File: config.mk
export PLATFORM = sky130hd
export DESIGN_NAME = pwm_capture
export DESIGN_NICKNAME = d
export VERILOG_FILES = /design/src/rtl/pwm_pkg.sv /design/src/rtl/pwm_edge_sync.sv /design/src/rtl/pwm_capture.sv
export SDC_FILE = /design/constraint.sdc
export NUM_CORES = 1
export LEC_CHECK = 0
export ABC_AREA = 1
export BUFFER_PORTS_ARGS = -buffer_cell sky130_fd_sc_hd__buf_2
export CORE_AREA = 2 2 115 106
export CTS_CLUSTER_SIZE = 28
export DETAILED_ROUTE_END_ITERATION = 8
export DIE_AREA = 0 0 117 108
export PLACE_DENSITY_LB_ADDON = 0.1
export RECOVER_POWER = 50
export SYNTH_ARGS = -nofsm -noshare
export SYNTH_HDL_FRONTEND = slang
export SYNTH_SLANG_ARGS = --single-unit
File: constraint.sdc
create_clock -name clk -period 1.4 [get_ports clk]
set_clock_uncertainty 0.1 [all_clocks]
set_input_delay 0.21 -clock clk [delete_from_list [all_inputs] [get_ports clk]]
set_output_delay 0.21 -clock clk [all_outputs]
set_load 0.02 [all_outputs]
File: src/rtl/pwm_pkg.sv
// Shared constants, FSM encoding and tick derivation for the PWM capture block.
package pwm_pkg;

  localparam int DUTY_W           = 10;
  localparam int DUTY_FULL        = 1024;
  localparam int PERIOD_W         = 12;
  localparam int DEF_CLK_FREQ_MHZ = 50;
  localparam int DEF_PERIOD_NS    = 20000000;

  typedef enum logic [1:0] {
    ST_IDLE = 2'd0,
    ST_HIGH = 2'd1,
    ST_LOW  = 2'd2
  } state_e;

  // Clock cycles per duty LSB (floor); 64-bit product avoids overflow for fast clocks.
  function automatic int tick_cycles(input int clk_mhz, input int period_ns);
    return int'((longint'(clk_mhz) * longint'(period_ns) / 64'sd1000) / longint'(DUTY_FULL));
  endfunction

endpackage

File: src/rtl/pwm_edge_sync.sv
// Synchronizes the raw PWM input and emits registered rise/fall pulses.
// Optional PWM_GLITCH_FILTER_EN inserts a stability filter (7 clk added latency).
module pwm_edge_sync (
  input  logic clk,
  input  logic rst_n,
  input  logic pwm_i,
  output logic rise_o,
  output logic fall_o
);

  logic sync1_q, sync2_q;
  logic lvl;
  logic lvl_q;
  logic rise_q, fall_q;

  always_ff @(posedge clk or negedge rst_n) begin
    if (!rst_n) begin
      sync1_q <= 1'b0;
      sync2_q <= 1'b0;
    end else begin
      sync1_q <= pwm_i;
      sync2_q <= sync1_q;
    end
  end

`ifdef PWM_GLITCH_FILTER_EN
  logic       filt_q, filt_d;
  logic [2:0] run_q, run_d;

  // A new level is adopted once the synchronized input has disagreed with the
  // filtered level for a full run; any agreeing sample restarts the run.
  always_comb begin
    filt_d = filt_q;
    run_d  = '0;
    if (sync2_q != filt_q) begin
      if (run_q == 3'd6) begin
        filt_d = sync2_q;
      end else begin
        run_d = run_q + 3'd1;
      end
    end
  end

  always_ff @(posedge clk or negedge rst_n) begin
    if (!rst_n) begin
      filt_q <= 1'b0;
      run_q  <= '0;
    end else begin
      filt_q <= filt_d;
      run_q  <= run_d;
    end
  end

  assign lvl = filt_q;
`else
  assign lvl = sync2_q;
`endif

  always_ff @(posedge clk or negedge rst_n) begin
    if (!rst_n) begin
      lvl_q  <= 1'b0;
      rise_q <= 1'b0;
      fall_q <= 1'b0;
    end else begin
      lvl_q  <= lvl;
      rise_q <= lvl & ~lvl_q;
      fall_q <= ~lvl & lvl_q;
    end
  end

  assign rise_o = rise_q;
  assign fall_o = fall_q;

endmodule

File: src/rtl/pwm_capture.sv
// Servo PWM decoder: measures high time and period in 1/1024-period ticks,
// flags out-of-tolerance periods and loss of signal. Option: PWM_GLITCH_FILTER_EN.
module pwm_capture
  import pwm_pkg::*;
#(
  parameter int CLK_FREQ_MHZ  = DEF_CLK_FREQ_MHZ,
  parameter int PERIOD_NS     = DEF_PERIOD_NS,
  parameter int TICK_CYCLES   = tick_cycles(CLK_FREQ_MHZ, PERIOD_NS),
  parameter int PERIOD_TOL    = 64,
  parameter int TIMEOUT_TICKS = 2048
) (
  input  logic                clk,
  input  logic                rst_n,
  input  logic                pwm_in,
  output logic [DUTY_W-1:0]   duty_out,
  output logic [PERIOD_W-1:0] period_ticks,
  output logic                sample_valid,
  output logic                period_err,
  output logic                signal_lost
);

  localparam int PRESC_W = (TICK_CYCLES > 1) ? $clog2(TICK_CYCLES) : 1;
  localparam int IDLE_W  = $clog2(TIMEOUT_TICKS + 1);
  localparam logic [PRESC_W-1:0]  PRESC_LAST = PRESC_W'(TICK_CYCLES - 1);
  localparam logic [IDLE_W-1:0]   IDLE_LAST  = IDLE_W'(TIMEOUT_TICKS - 1);
  localparam logic [IDLE_W-1:0]   IDLE_MAX   = IDLE_W'(TIMEOUT_TICKS);
  localparam logic [PERIOD_W-1:0] PER_MIN    = PERIOD_W'(DUTY_FULL - PERIOD_TOL);
  localparam logic [PERIOD_W-1:0] PER_MAX    = PERIOD_W'(DUTY_FULL + PERIOD_TOL);

  function automatic logic [DUTY_W-1:0] sat_inc_duty(input logic [DUTY_W-1:0] v);
    return (&v) ? v : v + DUTY_W'(1);
  endfunction

  function automatic logic [PERIOD_W-1:0] sat_inc_per(input logic [PERIOD_W-1:0] v);
    return (&v) ? v : v + PERIOD_W'(1);
  endfunction

  logic rise, fall, any_edge;
  logic presc_wrap, tick, timeout;
  logic emit;

  state_e              state_q, state_d;
  logic [PRESC_W-1:0]  presc_q;
  logic [IDLE_W-1:0]   idle_q;
  logic [DUTY_W-1:0]   high_cnt_q;
  logic [PERIOD_W-1:0] per_cnt_q;

  logic [DUTY_W-1:0]   duty_q;
  logic [PERIOD_W-1:0] period_q;
  logic                valid_q, err_q, lost_q;

  pwm_edge_sync u_edge_sync (
    .clk    (clk),
    .rst_n  (rst_n),
    .pwm_i  (pwm_in),
    .rise_o (rise),
    .fall_o (fall)
  );

  // A rising edge restarts the prescaler, so a tick coinciding with it is dropped.
  assign any_edge   = rise | fall;
  assign presc_wrap = (presc_q == PRESC_LAST);
  assign tick       = presc_wrap & ~rise;
  assign timeout    = tick & ~fall & (idle_q == IDLE_LAST);

  always_comb begin
    state_d = state_q;
    emit    = 1'b0;
    unique case (state_q)
      ST_IDLE: if (rise) state_d = ST_HIGH;
      ST_HIGH: begin
        if (timeout)   state_d = ST_IDLE;
        else if (fall) state_d = ST_LOW;
      end
      ST_LOW: begin
        if (timeout) begin
          state_d = ST_IDLE;
        end else if (rise) begin
          state_d = ST_HIGH;
          emit    = 1'b1;
        end
      end
      default: state_d = ST_IDLE;
    endcase
  end

  always_ff @(posedge clk or negedge rst_n) begin
    if (!rst_n) begin
      state_q    <= ST_IDLE;
      presc_q    <= '0;
      idle_q     <= '0;
      high_cnt_q <= '0;
      per_cnt_q  <= '0;
    end else begin
      state_q <= state_d;
      presc_q <= (rise || presc_wrap) ? '0 : presc_q + PRESC_W'(1);

      if (any_edge)                          idle_q <= '0;
      else if (tick && (idle_q != IDLE_MAX)) idle_q <= idle_q + IDLE_W'(1);

      // The high count stops at the falling edge; the period keeps running until the next rise.
      if (rise || (state_q == ST_IDLE)) begin
        high_cnt_q <= '0;
        per_cnt_q  <= '0;
      end else if (tick) begin
        per_cnt_q <= sat_inc_per(per_cnt_q);
        if ((state_q == ST_HIGH) && !fall) high_cnt_q <= sat_inc_duty(high_cnt_q);
      end
    end
  end

  // Output stage: captured values hold across signal loss.
  always_ff @(posedge clk or negedge rst_n) begin
    if (!rst_n) begin
      duty_q   <= '0;
      period_q <= '0;
      valid_q  <= 1'b0;
      err_q    <= 1'b0;
      lost_q   <= 1'b1;
    end else begin
      valid_q <= emit;
      if (emit) begin
        duty_q   <= high_cnt_q;
        period_q <= per_cnt_q;
        err_q    <= (per_cnt_q < PER_MIN) || (per_cnt_q > PER_MAX);
        lost_q   <= 1'b0;
      end else if (timeout) begin
        lost_q   <= 1'b1;
      end
    end
  end

  assign duty_out     = duty_q;
  assign period_ticks = period_q;
  assign sample_valid = valid_q;
  assign period_err   = err_q;
  assign signal_lost  = lost_q;

endmodule

==> impl_summary.log, run 1 <==
INFO  metric run_status = finished, violations left
INFO  metric failing_checks = negative setup slack
INFO  metric final_cell_area = 0.00587 sq mm
INFO  metric chipWidth = 117 microns
INFO  metric synthesized_netlist_net_count = 511
INFO  metric synth_ff_type = dfrtp_1
INFO  metric port-buffer-count = 27
INFO  metric hold_viol = 0
INFO  metric worstSetupPathType = flop to flop
INFO  metric post_route_cells_drive_above_1_share = 37.0%
INFO  metric grt_pass1_wl = 16.6 mm
INFO  metric post_synth_instance_area = 0.00395 sq mm
INFO  metric dieArea = 0.0126 sq mm
INFO  metric critPathArrivalTime = 1.72 ns
INFO  metric cts.sinks = 76
INFO  metric switching_share = 29.2%
INFO  metric postRouteAntennaNets = 0
INFO  metric synthDistinctLibCells = 31
INFO  metric power.net_switching = 2050 uW
INFO  metric setup_repair_after_global_routing_missed_its_margin = true
INFO  metric synth_edf_count = 0
INFO  metric wl = 10.2 mm
INFO  metric die_height = 108 microns
INFO  metric finalSetupViolations = 47
INFO  metric max-cap-violations = 0
INFO  metric seqPwrFrac = 35.3%
INFO  metric placement.cell_area = 0.00493 sq mm
INFO  metric power_density = 1200 mW/mm^2
INFO  metric clk_latency = 0.34 ns
INFO  metric timing_worst_slew_pin_value = 0.589 ns
INFO  metric drcViolationCount = 0
INFO  metric internal_power_contribution = 4960 uW
INFO  metric place.gp.congestion = 0.803
INFO  metric drt-pass1-iter-count = 4
INFO  metric dr.first_iter.drc_count = 141
INFO  metric fin_hold_ws = 0.156 ns
INFO  metric layout.cells.most_common_list = nand2_1 (127), dfrtp_1 (74), buf_4 (70)
INFO  metric final_standard_cell_utilization_of_the_core = 51.7%
INFO  metric top_level_ports = 28
INFO  metric ratio_of_final_minimum_period_to_clock_period = 114%
INFO  metric insertedDiodeCount = 0
INFO  metric postSynthCellCount = 502
INFO  metric clk_path_buf_depth = 2
INFO  metric global_route.overflow_total = 0
INFO  metric p_clk_share = 39.1%
INFO  metric leakagePower = 0.00299 uW
INFO  metric combinationalPowerShare = 25.6%
INFO  metric final_max_slew_viol_count = 0
INFO  metric cts_made_buffers = 9
INFO  metric area_growth_from_synthesis_to_layout = 48.5%
INFO  metric max-slew-margin-rel = 60.7%
INFO  metric vias_per_cell = 4.62
INFO  metric post_layout_nonfiller_instances = 785
INFO  metric vias_in_the_first_global_route = 3488
INFO  metric holdCritPathClass = input port to async pin
INFO  metric post_synth.cell_area_avg = 7.87 sq um
INFO  metric end_kind = flop
INFO  metric crit_path_start = presc_q[1]$_DFF_PN0_
INFO  metric fin_nets = 633
INFO  metric worst-endpoint-required = 1.53 ns
INFO  metric rows = 37
INFO  metric placedCellCount = 753
INFO  metric r2r_start = presc_q[1]$_DFF_PN0_
INFO  metric seq_area_frac_synth = 48.2%
INFO  metric final.min_clock_period = 1.59 ns
INFO  metric h-tree-depth = 3
INFO  metric core-area = 0.0113 sq mm
INFO  metric tritoncts_clock_tree = done
INFO  metric clk_root_buffer_cell = clkbuf_16
INFO  metric fmax = 629 MHz
INFO  metric synth-async-reset-ratio = 100%
INFO  metric number_of_synthesized_register_bits = 76
INFO  metric vias = 3625
INFO  metric cp-start-kind = flop
INFO  metric initial_antenna_violation_count = 0
INFO  metric vdd.ir_drop.worst = 0.967 mV
INFO  metric grt.total_usage = 16.9%
INFO  metric dpl.hpwl = 6.67 mm
INFO  metric mostFrequentLayoutCell = nand2_1
INFO  metric post_drt_wl_per_cell = 13.0 microns
INFO  metric setup_slack = -0.190 ns
INFO  metric ys_warn_count = 0
INFO  metric cp_max_fo = 8
INFO  metric clk_pin_slew_worst_paths = 0.06 ns
INFO  metric maximum_number_of_pins_on_one_net_before_global_route_repair = 73
INFO  metric start_util = 34.8%
==> sequential cells by signal, indices dropped and copies added (netlist names), 2 cells and up <==
signal and flops:
presc_q 10, state_q 2, idle_q 12, per_cnt_q 12, high_cnt_q 10, duty_out 10, period_ticks 12
==> path summary, 6_finish.rpt <==
check	to	slack [ns]	depth (start not counted)
worst max register to register	per_cnt_q[3]$_DFFE_PN0P_	-0.19	9
worst min register to register	u_edge_sync.lvl$_DFF_PN0_	0.25	0
min in group clk	u_edge_sync.lvl$_DFF_PN0_	0.25	0
max in group asynchronous	idle_q[5]$_DFFE_PN0P_	0.13	3
worst max-delay path	per_cnt_q[3]$_DFFE_PN0P_	-0.19	9
worst min-delay path	presc_q[6]$_DFF_PN0_	0.16	2
==> stage by stage <==
stage,total power (uW),TNS [ns],setup WS (ns)
finish,7010,-5.64,-0.190
global route,7350,-12.92,-0.301
CTS,6720,-5.30,-0.176
detailed placement,3800,-5.86,-0.181
global placement,3780,-4.94,-0.162
floorplan,3240,-1.43,-0.0839
==> critical path: stages, from the launching register on <==
cell and delay [ns]:
dfrtp_1 0.39, ha_4 0.17, nand3_4 0.07, nor2_4 0.15
nand2_4 0.11, nand3_4 0.11, nand2_4 0.09, clkbuf_16 0.18
nand2_4 0.06, nand2_2 0.05
==> power groups by stage <==
stage          Clock (uW)  Combinational [uW]  Sequential, uW
6_report             2740                1790            2480
5_1_grt              2900                1950            2500
4_1_cts              2810                1460            2460
3_5_place_dp            0                1310            2490
3_3_place_gp            0                1300            2490
2_1_floorplan           0                 666            2570
==> cells by family (layout without fill, tap and decap cells) <==
logic type / count (synthesis) / count (layout) / share of synthesized area, %
adders and majority gates: 6 / 6 / 1.90
and+or+nand+nor: 300 / 302 / 33.8
xor gates and xnor gates: 12 / 12 / 2.66
buffers and inverters: 68 / 193 / 7.16
DFF: 76 / 76 / 48.2
AOI/OAI and AO/OA: 40 / 40 / 6.27
==> layout make-up <==
class                   instances  area (sq um)
fillers                      1075          5480
clock inverters                 4          95.1
clock buffers                  12           256
multi-input cells             360          2200
well taps                     156           195
flip-flops and latches         76          1900
repair buffers                120           991
inverters                      57           229
==> cell usage after synthesis (2+ instances only) <==
| master | count | area, sq um |
|---|---|---|
| buf_6 | 3 | 33.8 |
| inv_2 | 3 | 11.3 |
| nand3_1 | 47 | 235 |
| clkbuf_1 | 3 | 11.3 |
| or2_2 | 2 | 12.5 |
| nand2_1 | 150 | 563 |
| nor3_1 | 5 | 25.0 |
| nand4_1 | 21 | 131 |
| o21ai_1 | 4 | 20.0 |
| inv_1 | 54 | 203 |
| nor2_4 | 3 | 33.8 |
| o21ai_0 | 20 | 100 |
| dfrtp_1 | 75 | 1880 |
| nor2_1 | 53 | 199 |
| nor3b_1 | 4 | 30.0 |
| nand3_2 | 3 | 30.0 |
| nor2_2 | 5 | 31.3 |
| o21ai_2 | 7 | 61.3 |
| buf_2 | 4 | 20.0 |
| a21oi_1 | 4 | 20.0 |
| ha_1 | 6 | 75.1 |
| xor2_1 | 11 | 96.3 |
| nand2_2 | 6 | 37.5 |
| o21a_1 | 2 | 15.0 |
==> layer usage <==
layer / vias to the layer above / routed length, microns / track usage, % / share of wire (%)
met4: 0 / 136 / 4.03 / 1.3
met3: 12 / 340 / 4.09 / 3.3
met5: - / 0 / 0 / 0
met2: 57 / 4700 / 26.1 / 46
met1: 1695 / 5040 / 24.0 / 49
li1: 1861 / - / - / -
==> timing repair <==
action / CTS / global route
buffers inserted: 4 / 6
hold buffers: 2 / 0
pin swaps: 3 / 23
setup endpoints to repair: 65 / 69
resized for setup: 21 / 97
cloned: 4 / 1
hold endpoints to repair: 76 / 0
(Power assumes the default switching activity.)
==> run 2: changes to the inputs <==
CORE_AREA = 2 2 117 108   (was 2 2 115 106)
DIE_AREA = 0 0 119 110   (was 0 0 117 108)
SYNTH_HIERARCHICAL = 1   (was unset)
==> run 2 against run 1 <==
Compared with the run above:
- the flow still finishes with violations (negative setup slack)
- cell count rose by 3.3%
- first-iteration DRC count shrank 7.8%
- register-to-register slack worse by 0.02 ns
- non-clock buffer count fell by 3
- setup slack lost 0.019 ns
- clock power down 22%
- design area shrank 4.7%
- utilization shrank 4.5 points
- sequential power hardly changed
- via count grew 1.8%
- largest cell class unchanged
==> impl_summary.log, run 2 <==
INFO  metric p_clk_share = 34.8% (-4.3 points)
INFO  metric drcViolationCount = 0 (unchanged)
INFO  metric vdd.ir_drop.worst = 0.786 mV (-19%)
INFO  metric synth_edf_count = 0 (unchanged)
INFO  metric clk_root_buffer_cell = clkbuf_16
INFO  metric dr.first_iter.drc_count = 130 (-7.8%)
INFO  metric ys_warn_count = 6 (+6)
INFO  metric fin_nets = 655 (+3.5%)
INFO  metric synth-async-reset-ratio = 100% (unchanged)
INFO  metric number_of_synthesized_register_bits = 76 (unchanged)
INFO  metric clk_pin_slew_worst_paths = 0.06 ns (about the same)
INFO  metric post_synth.cell_area_avg = 7.68 sq um (-2.4%)
INFO  metric initial_antenna_violation_count = 0 (unchanged)
INFO  metric die_height = 110 microns (+1.9%)
INFO  metric maximum_number_of_pins_on_one_net_before_global_route_repair = 34 (-53%)
INFO  metric vias_in_the_first_global_route = 3595 (+3.1%)
INFO  metric timing.critical_path.max_delay_family = simple AND/OR/NAND/NOR gates
INFO  metric clk_latency = 0.35 ns (about the same)
INFO  metric vias_per_cell = 4.55 (-1.4%)
INFO  metric switching_share = 31.5% (+2.3 points)
INFO  metric cts_made_buffers = 9 (unchanged)
INFO  metric cpPeakStageDelay = 0.35 ns (-0.04 ns)
INFO  metric synth_area_leader_cell = dfrtp_1
INFO  metric r2r_start = presc_q[0]$_DFF_PN0_
INFO  metric postRouteAntennaNets = 0 (unchanged)
INFO  metric synth_commonest_cells = nand2_1 (167), dfrtp_1 (75), inv_1 (62)
INFO  metric crit_path_end = high_cnt_q[3]$_DFFE_PN0P_
INFO  metric global_route.overflow_total = 0 (unchanged)
INFO  metric post_synth_instance_area = 0.00407 sq mm (+3.0%)
INFO  metric critical_path.n_buffers_inverters = 1 (unchanged)
INFO  metric final_standard_cell_utilization_of_the_core = 47.2% (-4.5 points)
INFO  metric core-area = 0.0118 sq mm (+4.4%)
INFO  metric ratio_of_final_minimum_period_to_clock_period = 115% (+1.4 points)
INFO  metric grt.total_usage = 16.4% (-0.46 points)
INFO  metric clk_path_buf_depth = 2 (unchanged)
INFO  metric wl = 10.1 mm (-0.75%)
INFO  metric rows = 38 (+2.7%)
INFO  metric grt_pass1_wl = 17.0 mm (+2.7%)
INFO  metric start_util = 34.4% (-0.45 points)
INFO  metric port-buffer-count = 27 (unchanged)
INFO  metric cp-start-kind = flop
INFO  metric dpl.hpwl = 6.89 mm (+3.3%)
INFO  metric worst-endpoint-required = 1.53 ns (about the same)
INFO  metric post-synth-top-count-cell = nand2_1
INFO  metric hold_viol = 0 (unchanged)
INFO  metric crit_path_start = presc_q[0]$_DFF_PN0_
INFO  metric place.gp.congestion = 0.788 (-1.9%)
INFO  metric h-tree-depth = 3 (unchanged)
INFO  metric synthDistinctLibCells = 30 (-3.2%)
INFO  metric cp_slowest_cell = dfrtp_1
INFO  metric fmax = 621 MHz (-1.2%)
INFO  metric top_level_ports = 28 (unchanged)
INFO  metric cp_max_fo = 8 (unchanged)
INFO  metric placement.setup.worst_slack = -0.354 ns (-0.174 ns)
INFO  metric finalSetupViolations = 53 (+13%)
INFO  metric mostFrequentLayoutCell = nand2_1
INFO  metric setup_slack = -0.210 ns (-0.0194 ns)
INFO  metric yosys.area.top_type_share = 46.1% (-1.4 points)
INFO  metric end_kind = flop
INFO  metric power_density = 1100 mW/mm^2 (-7.7%)
INFO  metric layout.cells.most_common_list = nand2_1 (157), dfrtp_1 (75), buf_4 (72)
INFO  metric post_drt_wl_per_cell = 12.5 microns (-3.9%)
INFO  metric r2r-end = high_cnt_q[3]$_DFFE_PN0P_
INFO  metric drt-pass1-iter-count = 4 (unchanged)
INFO  metric ff2ff_path_depth = 9 (unchanged)
INFO  metric leakagePower = 0.00280 uW (-6.2%)
INFO  metric tritoncts_clock_tree = done
INFO  metric holdCritPathClass = flop to flop
INFO  metric final_max_slew_viol_count = 0 (unchanged)
INFO  metric failing_checks = negative setup slack
INFO  metric max-cap-violations = 0 (unchanged)
INFO  metric worstSetupPathType = flop to flop
INFO  metric timing_worst_slew_pin_value = 0.634 ns (+0.0449 ns)
INFO  metric critPathArrivalTime = 1.74 ns (+0.02 ns)
INFO  metric combinationalPowerShare = 25.3% (-0.3 points)
INFO  metric area_growth_from_synthesis_to_layout = 37.4%
INFO  metric synth_ff_type = dfrtp_1
INFO  metric seq_area_frac_synth = 46.8% (-1.4 points)
INFO  metric post_route_cells_drive_above_1_share = 30.0% (-7.1 points)
INFO  metric synthesized_netlist_net_count = 539 (+5.5%)
INFO  metric seqPwrFrac = 39.9% (+4.6 points)
INFO  metric internal_power_contribution = 4230 uW (-15%)
INFO  metric chipWidth = 119 microns (+1.7%)
INFO  metric synth.top_cells.by_area = dfrtp_1 (46%), nand2_1 (15%), nand3_1 (6.8%)
INFO  metric dieArea = 0.0131 sq mm (+3.6%)
INFO  metric max-slew-margin-rel = 57.7% (-3.0 points)
INFO  metric vias = 3692 (+1.8%)
INFO  metric multi_input_comb_area = 0.00206 sq mm (-6.0%)
INFO  metric filler_cell_count = 1156 (+7.5%)
INFO  metric final.min_clock_period = 1.61 ns (+0.0194 ns)
INFO  metric insertedDiodeCount = 0 (unchanged)
INFO  metric seqCellArea = 0.00190 sq mm (about the same)
INFO  metric power.net_switching = 1950 uW (-5.1%)
INFO  metric cts.sinks = 76 (unchanged)
INFO  metric setup_repair_after_global_routing_missed_its_margin = true
INFO  metric postSynthCellCount = 530 (+5.6%)
INFO  metric critical_path.cell_chain = ha_2 -> nand2_2 -> nor2_4 -> buf_4 -> nand3_2 -> nand2_4 -> nand3_4 -> nand2_1 -> o21ai_2
INFO  metric reg2reg_slack = -0.21 ns (-0.02 ns)
INFO  metric cp.depth = 9 (unchanged)
INFO  metric run_status = finished, violations left
[run 2: cell types whose count changed in the layout (fill, tap and decap cells not counted), sizes merged, moves of 2 or more]
cell and change:
a21oi -2, clkinv +3, clkbuf -2, nand3 +7
nand3b +7, nand2 +16, xnor2 +2, nor2 -2
inv +6, o21ai -3, nand4 -3, bufinv -3
buf -2
[run 2: area by class of cell]
cell class | instances | share of cell area, %
sequential | 76 | 34.0
clock inverter | 5 | 0.492
inverter | 63 | 4.27
multi-input combinational | 379 | 36.9
clock buffer | 11 | 4.34
timing repair buffer | 117 | 16.4
tap | 160 | 3.58
[run 2: worst min path at each step]
stage	from	cells after the start	slack, ns	endpoint
after floorplan	rst_n	0	-0.19	duty_out[0]$_DFFE_PN0P_
after global placement	rst_n	1	0.04	idle_q[5]$_DFFE_PN0P_
after detailed placement	rst_n	1	0.05	idle_q[9]$_DFFE_PN0P_
after CTS	rst_n	2	0.23	idle_q[0]$_DFFE_PN0P_
after global routing	u_edge_sync/sync1_q$_DFF_PN0_	0	0.26	u_edge_sync/lvl$_DFF_PN0_
final	u_edge_sync/sync1_q$_DFF_PN0_	0	0.25	u_edge_sync/lvl$_DFF_PN0_
[run 2: cells by family after synthesis]
family                   count (synthesis)  synth area share (%)
buffers and inverters                   76                  8.05
XOR/XNOR                                13                  2.80
AND/OR/NAND/NOR                        326                  35.9
AO/OA/AOI/OAI                           33                  4.64
flip-flops                              76                  46.8
adder cells (fa/ha/maj)                  6                  1.84
[run 2: layer usage]
layer	vias up	share of wire [%]	GRT usage (%)
li1	1919	-	-
met1	1715	50	21.6
met3	10	3.7	5.45
met2	48	45	26.2
met4	0	0.91	4.34
met5	-	0	0
[run 2: timing repair]
item	CTS	global route
pin swaps	15	11
hold buffers	2	0
setup endpoints to repair	69	66
gates cloned	1	2
buffers inserted	6	5
gates resized for setup	25	33
endpoints found under the hold margin	44	0
[run 2: per-stage QoR]
stage / instances / area, sq um / TNS, ns / power [uW] / hold WS (ns)
detailed placement: 779 / 4990 / -9.67 / 3850 / 0.0452
CTS: 804 / 5440 / -5.91 / 6160 / 0.230
floorplan: 530 / 4120 / -3.75 / 3360 / -0.186
global route: 811 / 5590 / -13.07 / 6490 / 0.257
global placement: 779 / 4990 / -8.35 / 3830 / 0.0409
finish: 811 / 5590 / -6.29 / 6170 / 0.249
[run 2: power groups by stage]
stage	clock [uW]	combinational, uW	sequential, uW
2_1_floorplan	0	769	2590
3_3_place_gp	0	1330	2490
3_5_place_dp	0	1350	2500
4_1_cts	2210	1490	2460
5_1_grt	2310	1700	2480
6_report	2150	1560	2460
